===== src/rtl/snn_pkg.sv =====
// Shared definitions for the spiking-network datapath: default widths, the
// window-length helper and the encoder state encoding.
package snn_pkg;

  localparam int DEF_TIMER_WIDTH = 5;
  localparam int DEF_NUM_LANES   = 3;

  // A window spans every nonzero value of a timer: 2**tw - 1 timesteps.
  function automatic int window_of(input int tw);
    return (1 << tw) - 1;
  endfunction

  typedef enum logic {
    IDLE = 1'b0,
    RUN  = 1'b1
  } enc_state_t;

endpackage


===== src/rtl/spike_rate_lane.sv =====
// One encoder lane: an error accumulator that fires whenever the running sum
// of the held count crosses the window length, spreading count spikes evenly.
module spike_rate_lane
  import snn_pkg::*;
#(
  parameter int TIMER_WIDTH = DEF_TIMER_WIDTH
) (
  input  logic                   clk,
  input  logic                   rst,
  input  logic                   load,
  input  logic                   step,
  input  logic [TIMER_WIDTH-1:0] count_in,
  output logic                   fire
);

  localparam int WINDOW = window_of(TIMER_WIDTH);
  localparam logic [TIMER_WIDTH:0] WIN_W = (TIMER_WIDTH+1)'(WINDOW);

  logic [TIMER_WIDTH-1:0] count;
  logic [TIMER_WIDTH-1:0] acc;
  logic [TIMER_WIDTH:0]   sum;
  logic [TIMER_WIDTH:0]   wrapped;

  // acc < WINDOW and count <= WINDOW, so one extra bit holds the sum.
  assign sum     = {1'b0, acc} + {1'b0, count};
  assign fire    = (sum >= WIN_W);
  assign wrapped = sum - WIN_W;

  always_ff @(posedge clk or posedge rst) begin
    if (rst) begin
      count <= '0;
      acc   <= '0;
    end else if (load) begin
      count <= count_in;
      acc   <= '0;
    end else if (step) begin
      acc <= fire ? wrapped[TIMER_WIDTH-1:0] : sum[TIMER_WIDTH-1:0];
    end
  end

endmodule


===== src/rtl/spike_train_encoder.sv =====
// Re-emits per-lane spike counts as evenly spaced 1-bit spike trains over a
// window of 2**TIMER_WIDTH-1 timesteps; all lanes step in lockstep.
module spike_train_encoder
  import snn_pkg::*;
#(
  parameter int NUM_LANES   = DEF_NUM_LANES,
  parameter int TIMER_WIDTH = DEF_TIMER_WIDTH
) (
  input  logic                             clk,
  input  logic                             rst,
  input  logic                             in_valid,
  output logic                             in_ready,
  input  logic [NUM_LANES*TIMER_WIDTH-1:0] spike_counts,
  input  logic                             step_en,
  output logic [NUM_LANES-1:0]             spikes,
  output logic                             spike_valid,
  output logic [TIMER_WIDTH-1:0]           timestep,
  output logic                             window_done
);

  localparam int WINDOW = window_of(TIMER_WIDTH);
  localparam logic [TIMER_WIDTH-1:0] LAST_T = TIMER_WIDTH'(WINDOW - 1);

  enc_state_t             state;
  logic [TIMER_WIDTH-1:0] t;
  logic [NUM_LANES-1:0]   fire;
  logic                   load;
  logic                   step;

  // Handshake: a count vector transfers on a rising edge where in_valid and
  // in_ready are both high; in_ready depends on state only, and in_valid is
  // ignored while a window is running.
  assign in_ready = (state == IDLE);
  assign load     = in_valid && in_ready;
  assign step     = (state == RUN) && step_en;

  for (genvar g = 0; g < NUM_LANES; g++) begin : g_lane
    spike_rate_lane #(
      .TIMER_WIDTH(TIMER_WIDTH)
    ) u_lane (
      .clk      (clk),
      .rst      (rst),
      .load     (load),
      .step     (step),
      .count_in (spike_counts[g*TIMER_WIDTH +: TIMER_WIDTH]),
      .fire     (fire[g])
    );
  end

  always_ff @(posedge clk or posedge rst) begin
    if (rst) begin
      state       <= IDLE;
      t           <= '0;
      spikes      <= '0;
      spike_valid <= 1'b0;
      timestep    <= '0;
      window_done <= 1'b0;
    end else begin
      spikes      <= '0;
      spike_valid <= 1'b0;
      timestep    <= '0;
      window_done <= 1'b0;
      case (state)
        IDLE: begin
          if (in_valid) begin
            t     <= '0;
            state <= RUN;
          end
        end
        RUN: begin
          if (step_en) begin
            spikes      <= fire;
            spike_valid <= 1'b1;
            timestep    <= t;
            t           <= t + 1'b1;
            if (t == LAST_T) begin
              window_done <= 1'b1;
              state       <= IDLE;
            end
          end
        end
        default: state <= IDLE;
      endcase
    end
  end

endmodule


===== config.mk =====
export PLATFORM = sky130hd
export DESIGN_NAME = spike_train_encoder
export DESIGN_NICKNAME = d
export VERILOG_FILES = /design/src/rtl/snn_pkg.sv /design/src/rtl/spike_rate_lane.sv /design/src/rtl/spike_train_encoder.sv
export SDC_FILE = /design/constraint.sdc
export NUM_CORES = 1
export LEC_CHECK = 0
export BUFFER_PORTS_ARGS = -buffer_cell sky130_fd_sc_hd__buf_4
export CORE_MARGIN = 4
export CORE_UTILIZATION = 53
export CTS_CLUSTER_DIAMETER = 50
export DETAILED_ROUTE_END_ITERATION = 12
export HOLD_SLACK_MARGIN = 0.08
export PLACE_DENSITY = 0.69
export SYNTH_ARGS = -nofsm -noshare
export SYNTH_HDL_FRONTEND = slang
export SYNTH_SLANG_ARGS = --single-unit
export TNS_END_PERCENT = 50

===== constraint.sdc =====
create_clock -name clk -period 2.7 [get_ports clk]
set_input_delay 0.27 -clock clk [delete_from_list [all_inputs] [get_ports clk]]
set_output_delay 0.27 -clock clk [all_outputs]
set_load 0.01 [all_outputs]

==> flow_summary.json, run 1 <==
{
  "status": "finished, final reports clean",
  "power_leakage_uw": 0.00147,
  "syn_avg_cell_area_sq_um": 9.44,
  "via_per_inst": 5.30,
  "setup-violations-final": 0,
  "synthFlopType": "dfrtp_1",
  "rsz0062_at_grt": "false",
  "dieHeight_microns": 78.6,
  "numCtsBuffers": 5,
  "overflow": 0,
  "core_sq_mm": 0.00479,
  "hold_class": "primary input to flip-flop",
  "grt_pass1_wl_mm": 9.21,
  "track_usage": 0.189,
  "power.density_mw_per_mm2": 1040,
  "drc": 0,
  "ant_nets": 0,
  "min_period_ns": 2.44,
  "slew_viol_final": 0,
  "worst-endpoint-required_ns": 2.88,
  "nNetsFinal": 353,
  "gp_congestion": 0.795,
  "port_buffers": 29,
  "drt_iter0_drc": 101,
  "die_area_sq_mm": 0.00618,
  "cts_num_sinks": 46,
  "mostFrequentLayoutCells": "nand2_1 (48), dfrtp_1 (46), buf_4 (31)",
  "cts_buffer_depth": 2,
  "crit_type": "flip-flop to flip-flop",
  "synthDistinctLibCells": 31,
  "cp-start-kind": "flip-flop",
  "wirelength_mm": 5.08,
  "final_common_cell": "nand2_1",
  "slew-limit-headroom": 0.381,
  "tns_ns": 0,
  "first_pass_iters": 4,
  "clkTransAtPathRegs_ns": 0.10,
  "fin_skew_ns": 0.0112,
  "ir_drop_v": 0.000499,
  "cts_tree": "yes",
  "synthArstFlopShare": 1.00,
  "h-tree-depth": 2,
  "clk_latency_ns": 0.31,
  "num_vias": 2007,
  "grt_pass1_vias": 2044,
  "diodes": 0,
  "grt_max_degree": 47,
  "start_util": 0.552,
  "holdBufCountCts": 0,
  "max_freq_mhz": 410,
  "postCtsSetupBuffers": 0,
  "synth_seq_cells": 46,
  "antenna_found_initial": 0,
  "hold_viol_final": 0,
  "cp_max_fo": 6,
  "io-pin-count": 30,
  "fillers": 429,
  "routedWlPerCell_microns": 13.4,
  "dpl_worst_slack_ns": 0.308,
  "hpwl_mm": 3.57,
  "tightest_slew_ns": 0.926,
  "final_layout_size_suffix_gt1_frac": 0.170,
  "end_kind": "flip-flop",
  "maxCapViolations": 0,
  "setup_ws_ns": 0.260,
  "syn-num-nets": 322,
  "cts_resized": 0,
  "worstPathArrival_ns": 2.62,
  "synth_edf_count": 0,
  "ys_seq_area_frac": 0.436,
  "timing.final.crit_share": 0.904,
  "cts_root_buffer": "clkbuf_8",
  "ys_warn_count": 0,
  "netlist_instances": 280,
  "dieWidth_microns": 78.6,
  "netlist_area_sq_mm": 0.00264,
  "syn_to_final_growth_pct": 14.5,
  "rows": 25
}
-- worst paths after layout --
check	startpoint	endpoint	slack (ns)	depth (start not counted)
max	g_lane[2].u_lane.acc[0]	g_lane[2].u_lane.acc[3]	0.26	8
min	spike_counts[4]	g_lane[0].u_lane.count[4]	0.14	3
max reg2reg	g_lane[2].u_lane.acc[0]	g_lane[2].u_lane.acc[3]	0.26	8
min reg2reg	g_lane[2].u_lane.count[3]	g_lane[2].u_lane.count[3]	0.49	2
max in group asynchronous	rst	spikes[2]	1.96	2
min in group asynchronous	rst	g_lane[0].u_lane.count[1]	0.16	2
-- metrics by stage --
stage                     instance area [sq um]  utilization  power, uW  hold WS [ns]  instances
after CTS                                  3030        0.632       3170         0.137        379
final                                      3030        0.632       3150         0.142        379
after global placement                     2930        0.613       2670         0.459        371
after detailed placement                   2930        0.613       2720         0.462        371
after floorplan                            2640            -       2370         0.375        280
after global routing                       3030        0.632       3470         0.148        379
-- registers in the layout, summed over array words and instances (netlist names) --
register and cells:
state 1, window_done 1, g_lane.u_lane.count 15, t 5
timestep 5, g_lane.u_lane.acc 15, spike_valid 1, spikes 3
-- power by group --
group	internal (uW)	switching [uW]	leakage, uW
Clock	186	262	0.0000408
Sequential	892	126	0.000570
Combinational	711	971	0.000858
Total	1790	1360	0.00147
-- layout make-up --
cell class	count	area [sq um]	share of cell area
Clock buffer	5	68.8	0.0227
Clock inverter	3	23.8	0.00786
Inverter	19	71.3	0.0236
Multi-Input combinational cell	208	1390	0.461
Sequential cell	46	1150	0.380
Tap cell	67	83.8	0.0277
Timing Repair Buffer	31	233	0.0769
-- cell families (layout without fill, tap and decap cells) --
logic type                 Yosys count  in the layout  share of synthesized area
muxes                                6              6                     0.0227
and+or+nand+nor                    116            116                      0.205
AOI/OAI and AO/OA                   51             51                      0.131
buffers and inverters               26             58                     0.0369
DFF                                 46             46                      0.436
xor gates and xnor gates            12             12                     0.0511
adders and majority gates           23             23                      0.117
-- routing by layer --
layer  part of all wire  up-vias  GRT usage
li1                   -     1024          -
met1               0.48      941      0.248
met2               0.46       38      0.311
met3              0.047        4     0.0390
met4              0.012        0     0.0629
met5                  0        -          0
-- worst max-delay path: stages (launching register included) --
cell and delay (ns):
dfrtp_1 0.37, ha_1 0.18, inv_1 0.05, fa_1 0.39, xnor2_1 0.41, nand3_1 0.22, and3_1 0.23, o41ai_1 0.35
nand3_1 0.12
-- cell usage after synthesis, types with 6 or more instances --
cell type / number / area (sq um)
nand2_1: 48 / 180
dfrtp_1: 46 / 1150
o21ai_0: 27 / 135
nand3_1: 24 / 120
ha_1: 20 / 250
inv_1: 19 / 71.3
nor2_1: 17 / 63.8
and3_1: 7 / 43.8
a21oi_1: 6 / 30.0
a21oi_2: 6 / 52.6
clkbuf_1: 6 / 22.5
mux2i_1: 6 / 60.1
Power figures use the tool's default switching activity.
==> run 2: changes to the inputs <==
- PLACE_DENSITY: 0.69 -> 0.68
- SYNTH_HIERARCHICAL: default -> 1
==> run 2 against run 1 <==
Net effect: critical path depth up 1; sequential power up 4%; first-iteration DRC count down 33%; highest routed layer unchanged; largest cell class unchanged.
==> flow_summary.json, run 2 <==
{
  "core_sq_mm": 0.00599,
  "drt_iter0_drc": 68,
  "reg2reg_from": "g_lane[1].u_lane/count[0]",
  "multiInputGateArea_sq_mm": 0.00194,
  "max_freq_mhz": 403,
  "grt_max_degree": 38,
  "min_period_ns": 2.48,
  "diodes": 0,
  "drc": 0,
  "syn_to_final_growth_pct": 10.9,
  "cp-start-kind": "flip-flop",
  "nNetsFinal": 403,
  "cts_root_buffer": "clkbuf_8",
  "yosysTopAreaCellShare": 0.347,
  "status": "finished, final reports clean",
  "cp_max_fo": 7,
  "tns_ns": 0,
  "ys_warn_count": 6,
  "wirelength_mm": 6.37,
  "rsz0062_at_grt": "false",
  "rows": 28,
  "synth_top_cell_by_area": "dfrtp_1",
  "final_common_cell": "dfrtp_1",
  "dieHeight_microns": 87.2,
  "r2r_slack_ns": 0.22,
  "start_util": 0.554,
  "ys_seq_area_frac": 0.347,
  "synthDistinctLibCells": 55,
  "design_area_sq_mm": 0.00368,
  "r2r-end": "g_lane[1].u_lane/acc[2]",
  "num_vias": 2434,
  "h-tree-depth": 2,
  "cts_num_sinks": 46,
  "track_usage": 0.181,
  "post-synth-top-count-cell": "dfrtp_1",
  "syn-num-nets": 372,
  "cts_buffer_depth": 2,
  "netlist_instances": 330,
  "synthFlopType": "dfrtp_1",
  "synthTopCellsByArea": "dfrtp_1 (35%), ha_1 (7.5%), inv_1 (3.2%)",
  "port_buffers": 29,
  "power_leakage_uw": 0.00176,
  "hpwl_mm": 4.77,
  "mostFrequentLayoutCells": "dfrtp_1 (46), buf_4 (36), inv_1 (28)",
  "p_total_uw": 4270,
  "grt_pass1_wl_mm": 11.0,
  "syn_avg_cell_area_sq_um": 10.1,
  "gp_congestion": 0.920,
  "routedWlPerCell_microns": 14.6,
  "synth_common_cells": "dfrtp_1 (46), inv_1 (28), nor2_1 (26)",
  "io-pin-count": 30,
  "post_dp_cell_area_sq_mm": 0.00355,
  "grt_pass1_vias": 2384,
  "min_path_cells": 3,
  "postCtsSetupBuffers": 0,
  "ir_drop_v": 0.000538,
  "clkTransAtPathRegs_ns": 0.09,
  "slew-limit-headroom": 0.603,
  "final_layout_size_suffix_gt1_frac": 0.290,
  "crit_type": "flip-flop to flip-flop",
  "worst-endpoint-required_ns": 2.90,
  "hold_class": "primary input to flip-flop",
  "reg2reg_depth": 9,
  "fillers": 518,
  "netlist_area_sq_mm": 0.00332,
  "synthArstFlopShare": 1.00,
  "dieWidth_microns": 87.2,
  "ant_nets": 0,
  "synth_edf_count": 0,
  "min-delay-start": "spike_counts[6]",
  "end_kind": "flip-flop",
  "tightest_slew_ns": 0.594,
  "maxCapViolations": 0,
  "numCtsBuffers": 5,
  "die_area_sq_mm": 0.00760,
  "setup-violations-final": 0,
  "regArea_sq_mm": 0.00115,
  "cts_tree": "yes",
  "fin_skew_ns": 0.0106,
  "worstPathArrival_ns": 2.69,
  "reg_top3": "g_lane.u_lane/acc: 15 flops, g_lane.u_lane/count: 15 flops",
  "first_pass_iters": 4,
  "synth_seq_cells": 46,
  "hold_viol_final": 0,
  "via_per_inst": 5.57,
  "antenna_found_initial": 0,
  "min_to": "g_lane[1].u_lane/count[1]",
  "overflow": 0,
  "power.density_mw_per_mm2": 1160,
  "timing.final.crit_share": 0.920,
  "slew_viol_final": 0,
  "clk_latency_ns": 0.31
}
[run 2: changes by cell type after synthesis, moves of 9 or more]
cell | previous run | this run
nor2_1 | 17 | 26
nand2_1 | 48 | 24
o21ai_0 | 27 | 9
inv_1 | 19 | 28
nand3_1 | 24 | 14
[run 2: cell type report]
class | count | share of cell area
timing repair buffer | 37 | 0.0761
sequential | 46 | 0.313
clock buffer | 5 | 0.0187
clock inverter | 3 | 0.0119
inverter | 29 | 0.0296
tap | 75 | 0.0255
multi-input combinational | 242 | 0.526
[run 2: power breakdown]
part / leakage, uW / internal (uW) / switching [uW]
Combinational: 0.00115 / 1220 / 1460
Clock: 0.0000585 / 278 / 254
Sequential: 0.000555 / 912 / 150
Total: 0.00176 / 2410 / 1870
[run 2: worst max-delay path by stage]
stage,cells after the start,start,to,slack (ns)
finish,9,g_lane[1].u_lane/count[0],g_lane[1].u_lane/acc[2],0.22
CTS,9,g_lane[2].u_lane/acc[0],g_lane[2].u_lane/acc[2],0.21
detailed placement,9,g_lane[2].u_lane/count[0],g_lane[2].u_lane/acc[2],0.23
global route,9,g_lane[1].u_lane/count[0],g_lane[1].u_lane/acc[2],0.02
global placement,9,g_lane[0].u_lane/acc[0],g_lane[0].u_lane/acc[2],0.28
floorplan,9,g_lane[0].u_lane/count[0],g_lane[0].u_lane/acc[2],0.39
[run 2: timing repair]
action	in CTS	in global routing
endpoints found under the hold margin	46	0
hold buffers	1	0
endpoints found under the setup margin	0	2
resized for setup	0	2
[run 2: through the flow]
step	std cells	util	hold slack [ns]	worst slack, ns
floorplan	330	-	0.110	0.391
global placement	428	0.593	0.307	0.281
detailed placement	428	0.593	0.309	0.234
CTS	437	0.613	0.152	0.207
global route	437	0.615	0.167	0.0223
finish	437	0.615	0.167	0.216
[run 2: worst max-delay path, cell delays in order, from the launching register on]
cell and delay, ns:
dfrtp_1 0.36, ha_1 0.18, inv_1 0.06, fa_1 0.51, inv_1 0.06, ha_1 0.27
and2b_2 0.22, a32o_2 0.24, a31o_1 0.19, a2111oi_2 0.29
[run 2: logic make-up (layout without fill, tap and decap cells)]
family / after synthesis / in the layout / synth area share
buf+inv: 42 / 74 / 0.0735
compound gates: 71 / 71 / 0.184
flops: 46 / 46 / 0.347
simple gates: 115 / 115 / 0.197
fa+ha+maj: 23 / 23 / 0.0934
xor+xnor: 16 / 16 / 0.0490
mux: 17 / 17 / 0.0558
[run 2: routing by layer]
layer / wire [microns] / part of all wire / track usage
met1: 2940 / 0.46 / 0.240
met4: 47 / 0.0074 / 0.0558
met2: 3110 / 0.49 / 0.303
met5: 0 / 0 / 0
met3: 268 / 0.042 / 0.0312
==> run 3: changes to the inputs <==
- PLACE_DENSITY: 0.68 -> 0.71
- clock period: 2.7 -> 2.1 ns (I/O delays scaled with it)
==> run 3 against run 2 <==
Net effect: the run now ends with setup timing left; combinational power increased by 100%; utilization up 12 points; via count increased by 13%; maximum frequency is 2.3% higher; first-iteration DRC count up 40%; sequential power increased by 28%; clock skew fell by 0.0030 ns; non-clock buffer count up 50; critical endpoint is now g_lane[0].u_lane/acc[2]; highest routed layer unchanged.
==> flow_summary.json, run 3 (synthesis gave the netlist of run 2 again) <==
{
  "status": "finished, violations left",
  "failed_checks": "setup timing",
  "mostFrequentLayoutCells": "buf_4 (74), dfrtp_1 (46), nor2_1 (24)",
  "diodes": 0,
  "r2r-end": "g_lane[0].u_lane/acc[2]",
  "power.internal_uw": 4250,
  "grt_pass1_wl_mm": 13.0,
  "drt_iter0_drc": 95,
  "worstPathArrival_ns": 2.64,
  "die_area_sq_mm": 0.00760,
  "design_area_sq_mm": 0.00441,
  "drc": 0,
  "timing.final.crit_share": 1.16,
  "core_sq_mm": 0.00599,
  "power.density_mw_per_mm2": 1690,
  "start_util": 0.554,
  "wirelength_mm": 7.96,
  "fillers": 412,
  "io-pin-count": 30,
  "hold_viol_final": 0,
  "min_period_ns": 2.43,
  "routedWlPerCell_microns": 16.3,
  "tns_ns": -2.52,
  "grt_max_degree": 38,
  "track_usage": 0.216,
  "reg2reg_from": "g_lane[0].u_lane/count[0]",
  "rsz0062_at_grt": "true",
  "crit_type": "flip-flop to flip-flop",
  "p_comb_frac": 0.735,
  "numCtsBuffers": 5,
  "cts_num_sinks": 46,
  "cts_buffer_depth": 2,
  "via_per_inst": 5.66,
  "power_leakage_uw": 0.00208,
  "hpwl_mm": 5.23,
  "clock_power_share": 0.082,
  "antenna_found_initial": 0,
  "p_sw_uw": 3180,
  "hold_slack_ns": 0.106,
  "dieWidth_microns": 87.2,
  "maxCapViolations": 0,
  "nNetsFinal": 453,
  "slowest_stage": "fa_2",
  "reg_top3": "g_lane.u_lane/acc: 15 flops, g_lane.u_lane/count: 15 flops",
  "hold_class": "primary input to flip-flop",
  "cts_tree": "yes",
  "ant_nets": 0,
  "endpoint": "g_lane[0].u_lane/acc[2]",
  "syn_to_final_growth_pct": 32.7,
  "setup_ws_ns": -0.328,
  "port_buffers": 29,
  "ir_drop_v": 0.000892,
  "crit_chain": "ha_2, inv_2, fa_2, inv_2, ha_4, nand2_1, nor2_1, a32o_2, a31o_1, a2111oi_4",
  "reg2reg_depth": 10,
  "num_vias": 2756,
  "tightest_slew_ns": 0.593,
  "slew_viol_final": 0,
  "clkTransAtPathRegs_ns": 0.10,
  "p_seq_frac": 0.183,
  "max_stage_delay_ns": 0.54,
  "fin_skew_ns": 0.00763,
  "post_dp_cell_area_sq_mm": 0.00382,
  "final_common_cell": "buf_4",
  "worst-endpoint-required_ns": 2.31,
  "slew-limit-headroom": 0.604,
  "cp-start-kind": "flip-flop",
  "r2r_slack_ns": -0.33,
  "first_pass_iters": 4,
  "end_kind": "flip-flop",
  "h-tree-depth": 2,
  "clk_latency_ns": 0.31,
  "crit_start": "g_lane[0].u_lane/count[0]",
  "max_freq_mhz": 412,
  "switching_share": 0.428,
  "final_layout_size_suffix_gt1_frac": 0.478,
  "setup-violations-final": 16,
  "grt_pass1_vias": 2776,
  "cts_root_buffer": "clkbuf_8",
  "overflow": 0,
  "cpMostUsedCell": "inv_2",
  "dieHeight_microns": 87.2,
  "rows": 28,
  "gp_congestion": 0.869,
  "cp_max_fo": 6
}
-- run 3: cell types whose count changed in the layout (fill, tap and decap cells not counted), sizes merged --
cell,previous run,this run
bufinv,1,0
buf,36,86
inv,30,31
-- run 3: worst max-delay path, delay by kind of cell (launching register included) --
family | cells | cell delay, ns
AND/OR/NAND/NOR | 2 | 0.18
AO/OA/AOI/OAI | 3 | 0.76
adder cells (fa/ha/maj) | 3 | 0.91
flip-flops | 1 | 0.37
buffers and inverters | 2 | 0.10
-- run 3: final cells by class --
| type | count | area (sq um) | area share |
|---|---|---|---|
| repair buffers | 87 | 718 | 0.163 |
| inverters | 29 | 109 | 0.0247 |
| clock inverters | 3 | 28.8 | 0.00653 |
| clock buffers | 5 | 68.8 | 0.0156 |
| well taps | 75 | 93.8 | 0.0213 |
| multi-input cells | 242 | 2240 | 0.508 |
| flip-flops and latches | 46 | 1150 | 0.261 |
-- run 3: routing by layer --
layer	GRT usage	routed length, microns	vias to the layer above
met2	0.380	4170	55
met4	0.0572	157	0
met3	0.0331	289	14
li1	-	-	1329
met1	0.276	3340	1358
met5	0	0	-
-- run 3: through the flow --
stage | total power (uW) | utilization | instances | setup WS (ns)
final | 7430 | 0.735 | 487 | -0.328
after global placement | 5310 | 0.638 | 461 | -0.231
after floorplan | 4210 | - | 330 | -0.155
after CTS | 6840 | 0.706 | 482 | -0.318
after global routing | 7960 | 0.735 | 487 | -0.434
after detailed placement | 5430 | 0.638 | 461 | -0.315
-- run 3: timing repair --
action / 4_1_cts / 5_1_grt
hold endpoints to repair: 46 / 0
setup endpoints to repair: 18 / 18
buffers inserted: 13 / 5
pin swaps: 25 / 13
gates resized for setup: 45 / 22
hold buffers: 1 / 0
-- run 3: worst min-delay path by stage --
| stage | slack, ns | from | to | cells past startpoint |
|---|---|---|---|---|
| floorplan | 0.05 | rst | g_lane[0].u_lane/acc[0] | 1 |
| global placement | 0.25 | rst | g_lane[0].u_lane/acc[2] | 2 |
| detailed placement | 0.24 | rst | g_lane[0].u_lane/acc[2] | 2 |
| CTS | 0.1 | spike_counts[1] | g_lane[0].u_lane/count[1] | 3 |
| global route | 0.11 | spike_counts[11] | g_lane[2].u_lane/count[1] | 3 |
| finish | 0.11 | spike_counts[1] | g_lane[0].u_lane/count[1] | 3 |
-- run 3: power groups by stage --
stage                     sequential (uW)  combinational, uW  clock, uW
after floorplan                      1350               2860          0
after global placement               1360               3950          0
after detailed placement             1370               4060          0
after CTS                            1350               4860        623
after global routing                 1400               5900        662
final                                1360               5460        613
